<file path="src/rtl/led_pattern_engine_if.sv">
// Control and status bundle between the switch/key synchronisers and the LED pattern engine.
interface led_pattern_engine_if #(
  parameter int unsigned WIDTH = 10,
  parameter int unsigned DIV_W = 24
);
  logic             enable;
  logic [1:0]       mode;
  logic             in;
  logic             load;
  logic [WIDTH-1:0] load_value;
  logic [DIV_W-1:0] rate;
  logic [WIDTH-1:0] leds;
  logic             step;
  logic             dir;

  modport master (
    output enable, mode, in, load, load_value, rate,
    input  leds, step, dir
  );

  modport slave (
    input  enable, mode, in, load, load_value, rate,
    output leds, step, dir
  );
endinterface

</file>
<file path="src/rtl/led_pattern_engine.sv">
// Programmable-rate LED pattern engine: shift-in right/left, rotate and bounce modes,
// with parallel load, step enable, and registered step strobe / bounce direction outputs.
module led_pattern_engine #(
  parameter int unsigned WIDTH = 10,
  parameter int unsigned DIV_W = 24
) (
  input logic                  clk,
  input logic                  reset,
  led_pattern_engine_if.slave  bus_io
);

  typedef enum logic [1:0] {
    ModeShiftR = 2'b00,
    ModeShiftL = 2'b01,
    ModeRotR   = 2'b10,
    ModeBounce = 2'b11
  } mode_e;

  logic [WIDTH-1:0] leds_q, leds_d;
  logic [DIV_W-1:0] cnt_q, cnt_d;
  logic             dir_q, dir_d;
  logic             step_q, step_d;
  logic             step_evt;
  mode_e            mode;

  assign mode = mode_e'(bus_io.mode);
  // >= rather than == so a lowered rate takes effect without wrapping the counter.
  assign step_evt = bus_io.enable && (cnt_q >= bus_io.rate);

  always_comb begin
    leds_d = leds_q;
    cnt_d  = cnt_q;
    dir_d  = dir_q;
    step_d = 1'b0;
    if (bus_io.load) begin
      leds_d = bus_io.load_value;
      cnt_d  = '0;
      dir_d  = 1'b0;
    end else if (step_evt) begin
      cnt_d  = '0;
      step_d = 1'b1;
      unique case (mode)
        ModeShiftR: leds_d = {bus_io.in, leds_q[WIDTH-1:1]};
        ModeShiftL: leds_d = {leds_q[WIDTH-2:0], bus_io.in};
        ModeRotR:   leds_d = {leds_q[0], leds_q[WIDTH-1:1]};
        ModeBounce: begin
          if (leds_q[0] && leds_q[WIDTH-1]) begin
            leds_d = leds_q;
          end else if (!dir_q && leds_q[0]) begin
            // Reverse and move on the same step so the end LED does not dwell.
            dir_d  = 1'b1;
            leds_d = {leds_q[WIDTH-2:0], 1'b0};
          end else if (dir_q && leds_q[WIDTH-1]) begin
            dir_d  = 1'b0;
            leds_d = {1'b0, leds_q[WIDTH-1:1]};
          end else if (dir_q) begin
            leds_d = {leds_q[WIDTH-2:0], 1'b0};
          end else begin
            leds_d = {1'b0, leds_q[WIDTH-1:1]};
          end
        end
        default: leds_d = leds_q;
      endcase
    end else if (bus_io.enable) begin
      cnt_d = cnt_q + DIV_W'(1);
    end
  end

  always_ff @(posedge clk) begin
    if (reset) begin
      leds_q <= '0;
      cnt_q  <= '0;
      dir_q  <= 1'b0;
      step_q <= 1'b0;
    end else begin
      leds_q <= leds_d;
      cnt_q  <= cnt_d;
      dir_q  <= dir_d;
      step_q <= step_d;
    end
  end

  assign bus_io.leds = leds_q;
  assign bus_io.step = step_q;
  assign bus_io.dir  = dir_q;

endmodule

</file>
<file path="src/flat_wrapper.sv">
// flat-port wrapper written by rule: the top's interface ports become plain ports
module led_pattern_engine_flat 
#(
  parameter int unsigned WIDTH = 10,
  parameter int unsigned DIV_W = 24
)
  (clk, reset, bus_io_enable, bus_io_mode, bus_io_in, bus_io_load, bus_io_load_value, bus_io_rate, bus_io_leds, bus_io_step, bus_io_dir);
  led_pattern_engine_if #(.WIDTH(WIDTH), .DIV_W(DIV_W)) bus_io_i ();
  input logic clk;
  input logic reset;
  input wire logic [$bits(bus_io_i.enable)-1:0] bus_io_enable;
  input wire logic [$bits(bus_io_i.mode)-1:0] bus_io_mode;
  input wire logic [$bits(bus_io_i.in)-1:0] bus_io_in;
  input wire logic [$bits(bus_io_i.load)-1:0] bus_io_load;
  input wire logic [$bits(bus_io_i.load_value)-1:0] bus_io_load_value;
  input wire logic [$bits(bus_io_i.rate)-1:0] bus_io_rate;
  output wire logic [$bits(bus_io_i.leds)-1:0] bus_io_leds;
  output wire logic [$bits(bus_io_i.step)-1:0] bus_io_step;
  output wire logic [$bits(bus_io_i.dir)-1:0] bus_io_dir;
  assign bus_io_i.enable = bus_io_enable;
  assign bus_io_i.mode = bus_io_mode;
  assign bus_io_i.in = bus_io_in;
  assign bus_io_i.load = bus_io_load;
  assign bus_io_i.load_value = bus_io_load_value;
  assign bus_io_i.rate = bus_io_rate;
  assign bus_io_leds = bus_io_i.leds;
  assign bus_io_step = bus_io_i.step;
  assign bus_io_dir = bus_io_i.dir;
  led_pattern_engine #(.WIDTH(WIDTH), .DIV_W(DIV_W)) u_core (.clk(clk), .reset(reset), .bus_io(bus_io_i));
endmodule
</file>
<file path="config.mk">
export PLATFORM = sky130hd
export DESIGN_NAME = led_pattern_engine_flat
export DESIGN_NICKNAME = d
export VERILOG_FILES = /design/src/rtl/led_pattern_engine_if.sv /design/src/rtl/led_pattern_engine.sv /design/src/flat_wrapper.sv
export SDC_FILE = /design/constraint.sdc
export NUM_CORES = 1
export LEC_CHECK = 0
export ABC_AREA = 1
export BUFFER_PORTS_ARGS = -buffer_cell sky130_fd_sc_hd__buf_4
export CORE_MARGIN = 8
export CORE_UTILIZATION = 45
export CTS_BUF_LIST = sky130_fd_sc_hd__clkbuf_4 sky130_fd_sc_hd__clkbuf_8
export DETAILED_ROUTE_END_ITERATION = 6
export GPL_TIMING_DRIVEN = 0
export PLACE_DENSITY = 0.77
export SLEW_MARGIN = 20
export SYNTH_ARGS = -nofsm -noshare
export SYNTH_HDL_FRONTEND = slang
export SYNTH_SLANG_ARGS = --single-unit
</file>
<file path="constraint.sdc">
create_clock -name clk -period 2.2 [get_ports clk]
set_clock_uncertainty 0.1 [all_clocks]
set_input_delay 0.33 -clock clk [delete_from_list [all_inputs] [get_ports clk]]
set_output_delay 0.33 -clock clk [all_outputs]
set_load 0.1 [all_outputs]
</file>
After elaboration in Yosys (flattened, before gate mapping)
Index checks and enable logic that the tools add are counted.
- bits of input ports: 41
- output and inout port bits: 12
- memory bits (read-only): 0
- memories: 0
- RAM bits: 0
- logic and storage cells: 33
- bits in latches: 0
- bits in registers: 36
- add/sub/neg operators: 1
- bitwise operators: 1
- multiplexer cells: 10
- divide/modulo/power cells: 0
- $mul: 0
- shifts and indexed selects: 0
- eq/ne operators: 4
- reduce and logical (&&, ||, !) cells: 12
- magnitude comparators: 1
- operators by type and width (operator ; count):
    $mux 10 ; 6
    $pmux 10 s4 ; 1
    $add 24x1->24 const B ; 1
    $ge 24x24->1 ; 1
    $eq 2x2->1 const B ; 2
    $logic_and 1x1->1 ; 4
    $reduce_and 4->1 ; 1
    $reduce_bool 2->1 ; 2
    $mux 1 ; 3
    $ne 3x3->1 const B ; 1
    $reduce_or 3->1 ; 1
    $eq 2x1->1 const B ; 1
    $logic_not 2->1 ; 1
    $reduce_and 2->1 ; 1
    $reduce_or 2->1 ; 1
    $logic_not 1->1 ; 1
    $not 1->1 ; 1

Longest topological paths before layout
Gate-level depths: netlist of the first run.
- word-level depth: 7
- gate-level depth with buffers: 16
- mapped depth without buffers: 15

Least setup slack after synthesis of the first run
Ideal clock, no wire load.
- path type: reg2reg
- start: register u_core.leds_q[0], in the netlist u_core.bus_io.leds[0]
- end: register u_core.leds_q[7], in the netlist u_core.bus_io.leds[7]
- cell stages (with the launch flop): 11
- slack: 0.008 ns
- required time: 2.035 ns
- clock period less this slack: 2.192 ns
- arrival time: 2.027 ns
- cells stage by stage: dfxtp_1 nor2_1 nand2_1 nand3_1 inv_1 nand2_1 a21oi_1 a21oi_1 nand2_1 nand2_1 nor2_1
- longest elaborated chain between the ends: 6
- elaborated cells on any way between the ends: 9
- classes of those cells: eq/ne: 1; mux: 5; reduce/logical: 3
- RTL lines (item ; line ; RTL):
    start: declaration ; led_pattern_engine.sv:19 ; logic [WIDTH-1:0] leds_q, leds_d;
    start signal: assignment ; led_pattern_engine.sv:76 ; leds_q <= leds_d;
    $logic_and 1x1->1 ; led_pattern_engine.sv:49 ; end else if (!dir_q && leds_q[0]) begin
    $mux 10 ; led_pattern_engine.sv:49 ;
    $mux 10 ; led_pattern_engine.sv:47 ; if (leds_q[0] && leds_q[WIDTH-1]) begin
    $pmux 10 s4 ; led_pattern_engine.sv:42 ; unique case (mode)
    $mux 10 ; led_pattern_engine.sv:39 ; end else if (step_evt) begin
    $mux 10 ; led_pattern_engine.sv:35 ; if (bus_io.load) begin
Several ways; a longest one is shown, not always the timed one. The select of a mux whose other input is x is not followed.
A chain may end at the register's enable or synchronous reset.

Final worst setup path of the first run
- start: register u_core.cnt_q[21]
- end: register u_core.cnt_q[18]
- longest elaborated chain between the ends: 3
- RTL lines (item ; line ; RTL):
    start: declaration ; led_pattern_engine.sv:20 ; logic [DIV_W-1:0] cnt_q, cnt_d;
    start signal: assignment ; led_pattern_engine.sv:77 ; cnt_q <= cnt_d;
    $ge 24x24->1 ; led_pattern_engine.sv:28 ; assign step_evt = bus_io.enable && (cnt_q >= bus_io.rate);
    $logic_and 1x1->1 ; led_pattern_engine.sv:28 ;
    $reduce_or 3->1 (no source line) ; - ;
No other way between the ends.

==> results_dict.tcl, run 1 <==
set metrics [dict create \
    arrival_ps 2080 \
    routed_wire_length_per_instance_um 11.6 \
    grt_max_degree 12 \
    cts_hold_buf 0 \
    setup_viol 0 \
    ant_nets 0 \
    dieArea_um2 8560 \
    yosysSeqAreaShare_pct 27.3 \
    area_delta_synth_final_pct 24.6 \
    path_clk_slew_ps 80 \
    timing.slew.headroom_pct 73.1 \
    globalplace.congestion 0.850 \
    finalHoldViolCount 0 \
    cts-root-buf "clkbuf_8" \
    cts_buffers 5 \
    dp_cells 520 \
    vias 2570 \
    path_class "register to register" \
    max_freq_mhz 500 \
    cts_tree "yes" \
    switching_share_pct 31.6 \
    r2r_end "u_core.cnt_q[18]$_SDFFE_PP0P_" \
    hp-start "reset" \
    nFillCells 544 \
    yosys.area.top_type_share_pct 27.3 \
    wirelength_um 6160 \
    syn_inst 395 \
    start_util_pct 45.6 \
    power_frac_seq_pct 45.1 \
    io_pins 53 \
    slew_violations 0 \
    n_antenna_cell 0 \
    peakVddDrop_uv 408 \
    fin_ws_ps 201 \
    synth_edf_count 0 \
    pre_cts_ws_ps -50.9 \
    required_ps 2280 \
    rsz0062_at_grt "no" \
    htree_levels 2 \
    period_needed_ps 2000 \
    final_net_count 523 \
    holdCritPathClass "input pin to register" \
    yosysTopAreaCell "dfxtp_1" \
    num_rows 28 \
    finalInstanceArea_um2 3280 \
    grt_usage_pct 14.7 \
    power.net_switching_w 0.000479 \
    layout_commonest_cell "nand2_1" \
    worst_setup_path_end_kind "register" \
    ys_top_cells_by_area "dfxtp_1 27%, nand2_1 15%, ha_1 12%" \
    ys_seq_elements 36 \
    overflow 0 \
    die_h_um 92.5 \
    pwr-share-comb_pct 22.4 \
    grt_pass1_vias 2494 \
    powerDensity_nw_per_um2 462 \
    post_route_cells_drive_above_1_share_pct 23.4 \
    status "finished, final reports clean" \
    grt_pass1_wl_um 10600 \
    layout_common_cells "106 x nand2_1, 59 x nor2_1, 54 x buf_4" \
    worst_setup_path_start_kind "register" \
    ys_warn_count 0 \
    drtPass1Iterations 4 \
    rrSetupSlack_ps 200 \
    fin_cells 533 \
    worst_pin_slew_ps 403 \
    crit_path_max_fanout 10 \
    cts.sinks 36 \
    synth.distinct_cells 41 \
    placed_area_um2 3110 \
    drv_cap 0 \
    holdWs_ps 118 \
    syn_avg_cell_area_um2 6.67 \
    die_w_um 92.5 \
    hpwl_um 4800 \
    route.detailed.drc 0 \
    min_to "u_core.bus_io.step$_SDFF_PP0_" \
    r2r-start "u_core.cnt_q[21]$_SDFFE_PP0P_" \
    cts_buffer_depth 2 \
    synth_nets 461 \
    drt_iter0_drc 124 \
    rr_worst_depth 11 \
    antenna_found_initial 0 \
    viasPerCell 4.82 \
    syn-cell-area_um2 2640 \
    final_util_pct 56.8 \
    insertion_delay_ps 290 \
    period_share_pct 90.9 \
    p_leak_nw 1.57 \
    async_flop_share_pct 0 \
    synth_top_flop_cell "dfxtp_1" \
    clock_power_share_pct 32.5 \
    holdPathStages 2 \
    p_int_w 0.00104 \
    core_area_um2 5780 \
    port_buffers 50 \
]
[routing by layer]
metal,vias up,share of wire [%],routed length (um),GRT usage (%)
met3,7,6.3,385,4.61
met5,-,0,0,0
li1,1382,-,-,-
met4,0,1.4,84,4.83
met2,53,46,2840,23.5
met1,1128,46,2850,18.2
[flip-flops by register name (all words and copies together) (netlist names)]
signal	cells
u_core.bus_io.step	1
u_core.bus_io.leds	10
u_core.cnt_q	24
u_core.bus_io.dir	1
[power by group through the flow]
| stage | registers (W) | clock network, W | logic, W |
|---|---|---|---|
| finish | 0.000685 | 0.000493 | 0.000341 |
| global route | 0.000687 | 0.000537 | 0.000373 |
| CTS | 0.000685 | 0.000507 | 0.000333 |
| detailed placement | 0.000700 | 0 | 0.000332 |
| global placement | 0.000699 | 0 | 0.000326 |
| floorplan | 0.000797 | 0 | 0.000128 |
[critical path, stage by stage (launching register included)]
cell     delay, ps
dfxtp_2        340
ha_1           290
nand2_1         90
nor2_4         150
nand4_1        150
nor2_1         110
nand2_1         90
nand2_2        110
nand2_1        120
nand2_4        130
buf_6          160
nor2_1          60
[worst max-delay path by stage]
stage,endpoint,cells past startpoint,startpoint
6_report,u_core.cnt_q[18]$_SDFFE_PP0P_,11,u_core.cnt_q[21]$_SDFFE_PP0P_
5_1_grt,u_core.bus_io.leds[5]$_SDFFE_PP0P_,14,u_core.cnt_q[21]$_SDFFE_PP0P_
4_1_cts,u_core.cnt_q[18]$_SDFFE_PP0P_,11,u_core.cnt_q[19]$_SDFFE_PP0P_
3_5_place_dp,u_core.cnt_q[5]$_SDFFE_PP0P_,13,bus_io_rate[23]
3_3_place_gp,u_core.cnt_q[3]$_SDFFE_PP0P_,13,bus_io_rate[23]
2_1_floorplan,u_core.bus_io.leds[7]$_SDFFE_PP0P_,10,u_core.bus_io.leds[0]$_SDFFE_PP0P_
[what timing repair did]
action | in CTS | in global routing
pin swaps | 0 | 6
endpoints found under the setup margin | 3 | 29
buffers inserted | 0 | 4
gates resized for setup | 1 | 19
gates cloned | 0 | 1
[cell type report]
type | instances | area [um^2] | area share [%]
plain buffers | 7 | 58.8 | 1.79
clock buffers | 6 | 82.6 | 2.51
clock inverters | 2 | 10.0 | 0.305
inverters | 51 | 199 | 6.06
multi-input cells | 301 | 1700 | 51.6
flip-flops and latches | 36 | 734 | 22.4
well taps | 75 | 93.8 | 2.86
repair buffers | 55 | 410 | 12.5
[synth_stat cells, types with 2 or more instances]
master and n:
nor4_1 2, buf_6 2, nand2_1 107, a21oi_1 22, or2_0 2, nand2_2 5, buf_2 3, dfxtp_1 36
ha_1 25, xor2_1 5, inv_1 49, nor3_1 6, nand3_1 19, nor2_1 62, nor3_2 6, o21ai_0 7
xnor2_1 8, nand4_1 4, nor3b_1 2, nor2_2 2
[stage by stage]
step                      power [W]  TNS, ps
after floorplan            0.000924        0
after global placement      0.00103     -275
after detailed placement    0.00103     -438
after CTS                   0.00153        0
after global routing        0.00160        0
final                       0.00152        0
[cell families after synthesis]
logic type	synth area share (%)
AOI/OAI and AO/OA	8.26
DFF	27.3
adders and majority gates	11.9
muxes	0.380
xor gates and xnor gates	4.32
buffers and inverters	9.40
and+or+nand+nor	38.4
No activity file was read; power rests on OpenSTA's default activity.
==> run 2, diff against run 1 <==
--- a/config.mk
+++ b/config.mk
@@ -6,13 +6,14 @@
 export NUM_CORES = 1
 export LEC_CHECK = 0
 export ABC_AREA = 1
-export BUFFER_PORTS_ARGS = -buffer_cell sky130_fd_sc_hd__buf_4
 export CORE_MARGIN = 8
 export CORE_UTILIZATION = 45
 export CTS_BUF_LIST = sky130_fd_sc_hd__clkbuf_4 sky130_fd_sc_hd__clkbuf_8
 export DETAILED_ROUTE_END_ITERATION = 6
+export DONT_BUFFER_PORTS = 1
+export GPL_ROUTABILITY_DRIVEN = 1
 export GPL_TIMING_DRIVEN = 0
-export PLACE_DENSITY = 0.77
+export PLACE_DENSITY = 0.7
 export SLEW_MARGIN = 20
 export SYNTH_ARGS = -nofsm -noshare
 export SYNTH_HDL_FRONTEND = slang
==> run 2 against run 1 <==
Worst setup slack got worse by 32 ps. Global-route usage fell by 0.47 points. Sequential power rose by 15%. Cell area shrank 11%. Cell count decreased by 9.4%. Clock power is 4% higher. Largest power group unchanged.
==> results_dict.tcl, run 2 (synthesized netlist as in run 1, its figures left out) <==
set metrics [dict create \
    finalHoldViolCount 0 \
    grt_pass1_vias 2338 \
    arrival_ps 2100 \
    port_buffers 0 \
    num_rows 28 \
    worst_setup_path_end_kind "register" \
    r2r_end "u_core.cnt_q[8]$_SDFFE_PP0P_" \
    layout_common_cells "107 x nand2_1, 60 x nor2_1, 49 x inv_1" \
    overflow 0 \
    final_util_pct 50.7 \
    critical-path-max-stage-delay_ps 350 \
    ant_nets 0 \
    grt_max_degree 11 \
    vias 2419 \
    period_share_pct 92.3 \
    slew_violations 0 \
    drt_iter0_drc 60 \
    path_clk_slew_ps 70 \
    max_freq_mhz 492 \
    grt_pass1_wl_um 10100 \
    cts-root-buf "clkbuf_8" \
    layout_commonest_cell "nand2_1" \
    largest_reg_flops 24 \
    antenna_found_initial 0 \
    rr_worst_depth 11 \
    cts_tree "yes" \
    die_h_um 92.5 \
    p_leak_nw 1.33 \
    fin_cells 483 \
    viasPerCell 5.01 \
    setup_viol 0 \
    nFillCells 576 \
    finalSetupTns_ps 0 \
    peakVddDrop_uv 348 \
    final_net_count 474 \
    crit_buf_inv 1 \
    n_antenna_cell 0 \
    path_class "register to register" \
    core_area_um2 5780 \
    cts_buffer_depth 2 \
    dieArea_um2 8560 \
    cts_buffers 5 \
    worst_setup_path_start_kind "register" \
    slowest_stage "dfxtp_1" \
    regMostFlops "u_core.cnt_q" \
    drtPass1Iterations 4 \
    drv_cap 0 \
    timing.slew.headroom_pct 28.9 \
    die_w_um 92.5 \
    crit_path_cell_trace "ha_1, nand2_1, nor2_4, nand4_1, nor2_1, nand2_1, nand2_2, nand2_1, nand2_4, buf_6, nor3_1" \
    required_ps 2270 \
    io_pins 53 \
    r2r-start "u_core.cnt_q[20]$_SDFFE_PP0P_" \
    placed_area_um2 2730 \
    dp_cells 470 \
    cp-endpoint "u_core.cnt_q[8]$_SDFFE_PP0P_" \
    holdCritPathClass "input pin to register" \
    hpwl_um 4650 \
    total_power_w 0.00147 \
    cts_hold_buf 0 \
    route.detailed.drc 0 \
    start_util_pct 45.6 \
    post_route_cells_drive_above_1_share_pct 13.7 \
    grt_usage_pct 14.2 \
    insertion_delay_ps 280 \
    status "finished, final reports clean" \
    routed_wire_length_per_instance_um 12.1 \
    finalInstanceArea_um2 2930 \
    critPathMostFrequentCell "nand2_1" \
    htree_levels 2 \
    setup.worst_path.start "u_core.cnt_q[20]$_SDFFE_PP0P_" \
    worst_pin_slew_ps 1070 \
    wirelength_um 5840 \
    area_delta_synth_final_pct 11.2 \
    crit_family "simple AND/OR/NAND/NOR gates" \
    globalplace.congestion 0.787 \
    rrSetupSlack_ps 170 \
    powerDensity_nw_per_um2 500 \
    cp_num_cells 11 \
    crit_path_max_fanout 10 \
    cts.sinks 36 \
    period_needed_ps 2030 \
]
run 2: cell type report:
cell class	instances	area (um^2)	share of cell area (%)
Buffer	7	62.6	2.13
Clock buffer	7	96.3	3.29
Inverter	51	199	6.79
Multi-Input combinational cell	301	1690	57.7
Sequential cell	36	743	25.4
Tap cell	75	93.8	3.20
Timing Repair Buffer	6	45.0	1.54
run 2: metrics by stage:
stage / hold WS, ps / setup WS (ps)
final: 11.1 / 169
after floorplan: 307 / 8.18
after CTS: 3.96 / 15.4
after global routing: 3.05 / -0.0817
after global placement: 313 / -247
after detailed placement: 311 / -307
run 2: worst min-delay path by stage:
| stage | endpoint | startpoint | cells past startpoint | slack, ps |
|---|---|---|---|---|
| global route | u_core.bus_io.step$_SDFF_PP0_ | reset | 1 | 3 |
| finish | u_core.bus_io.step$_SDFF_PP0_ | reset | 1 | 10 |
| floorplan | u_core.bus_io.step$_SDFF_PP0_ | reset | 1 | 310 |
| detailed placement | u_core.bus_io.step$_SDFF_PP0_ | reset | 1 | 310 |
| global placement | u_core.bus_io.step$_SDFF_PP0_ | reset | 1 | 310 |
| CTS | u_core.bus_io.step$_SDFF_PP0_ | reset | 1 | 4 |
run 2: timing repair:
| item | 4_1_cts | 5_1_grt |
|---|---|---|
| endpoints found under the setup margin | 19 | 32 |
| setup buffers | 0 | 6 |
| gates resized for setup | 5 | 18 |
| pin swaps | 0 | 5 |
run 2: report_power, final:
group / total, W / internal (W) / switching, W / leakage (nW)
combinational: 0.000166 / 0.0000674 / 0.0000987 / 0.985
clock: 0.000512 / 0.000279 / 0.000233 / 0.0503
sequential: 0.000787 / 0.000665 / 0.000122 / 0.299
run 2: routing by layer:
metal	global-route usage (%)	part of all wire, %	vias to the layer above
met5	0	0	-
met4	3.62	0.94	0
met3	5.91	7.9	7
met2	23.4	44	47
met1	16.6	47	1076
li1	-	-	1289
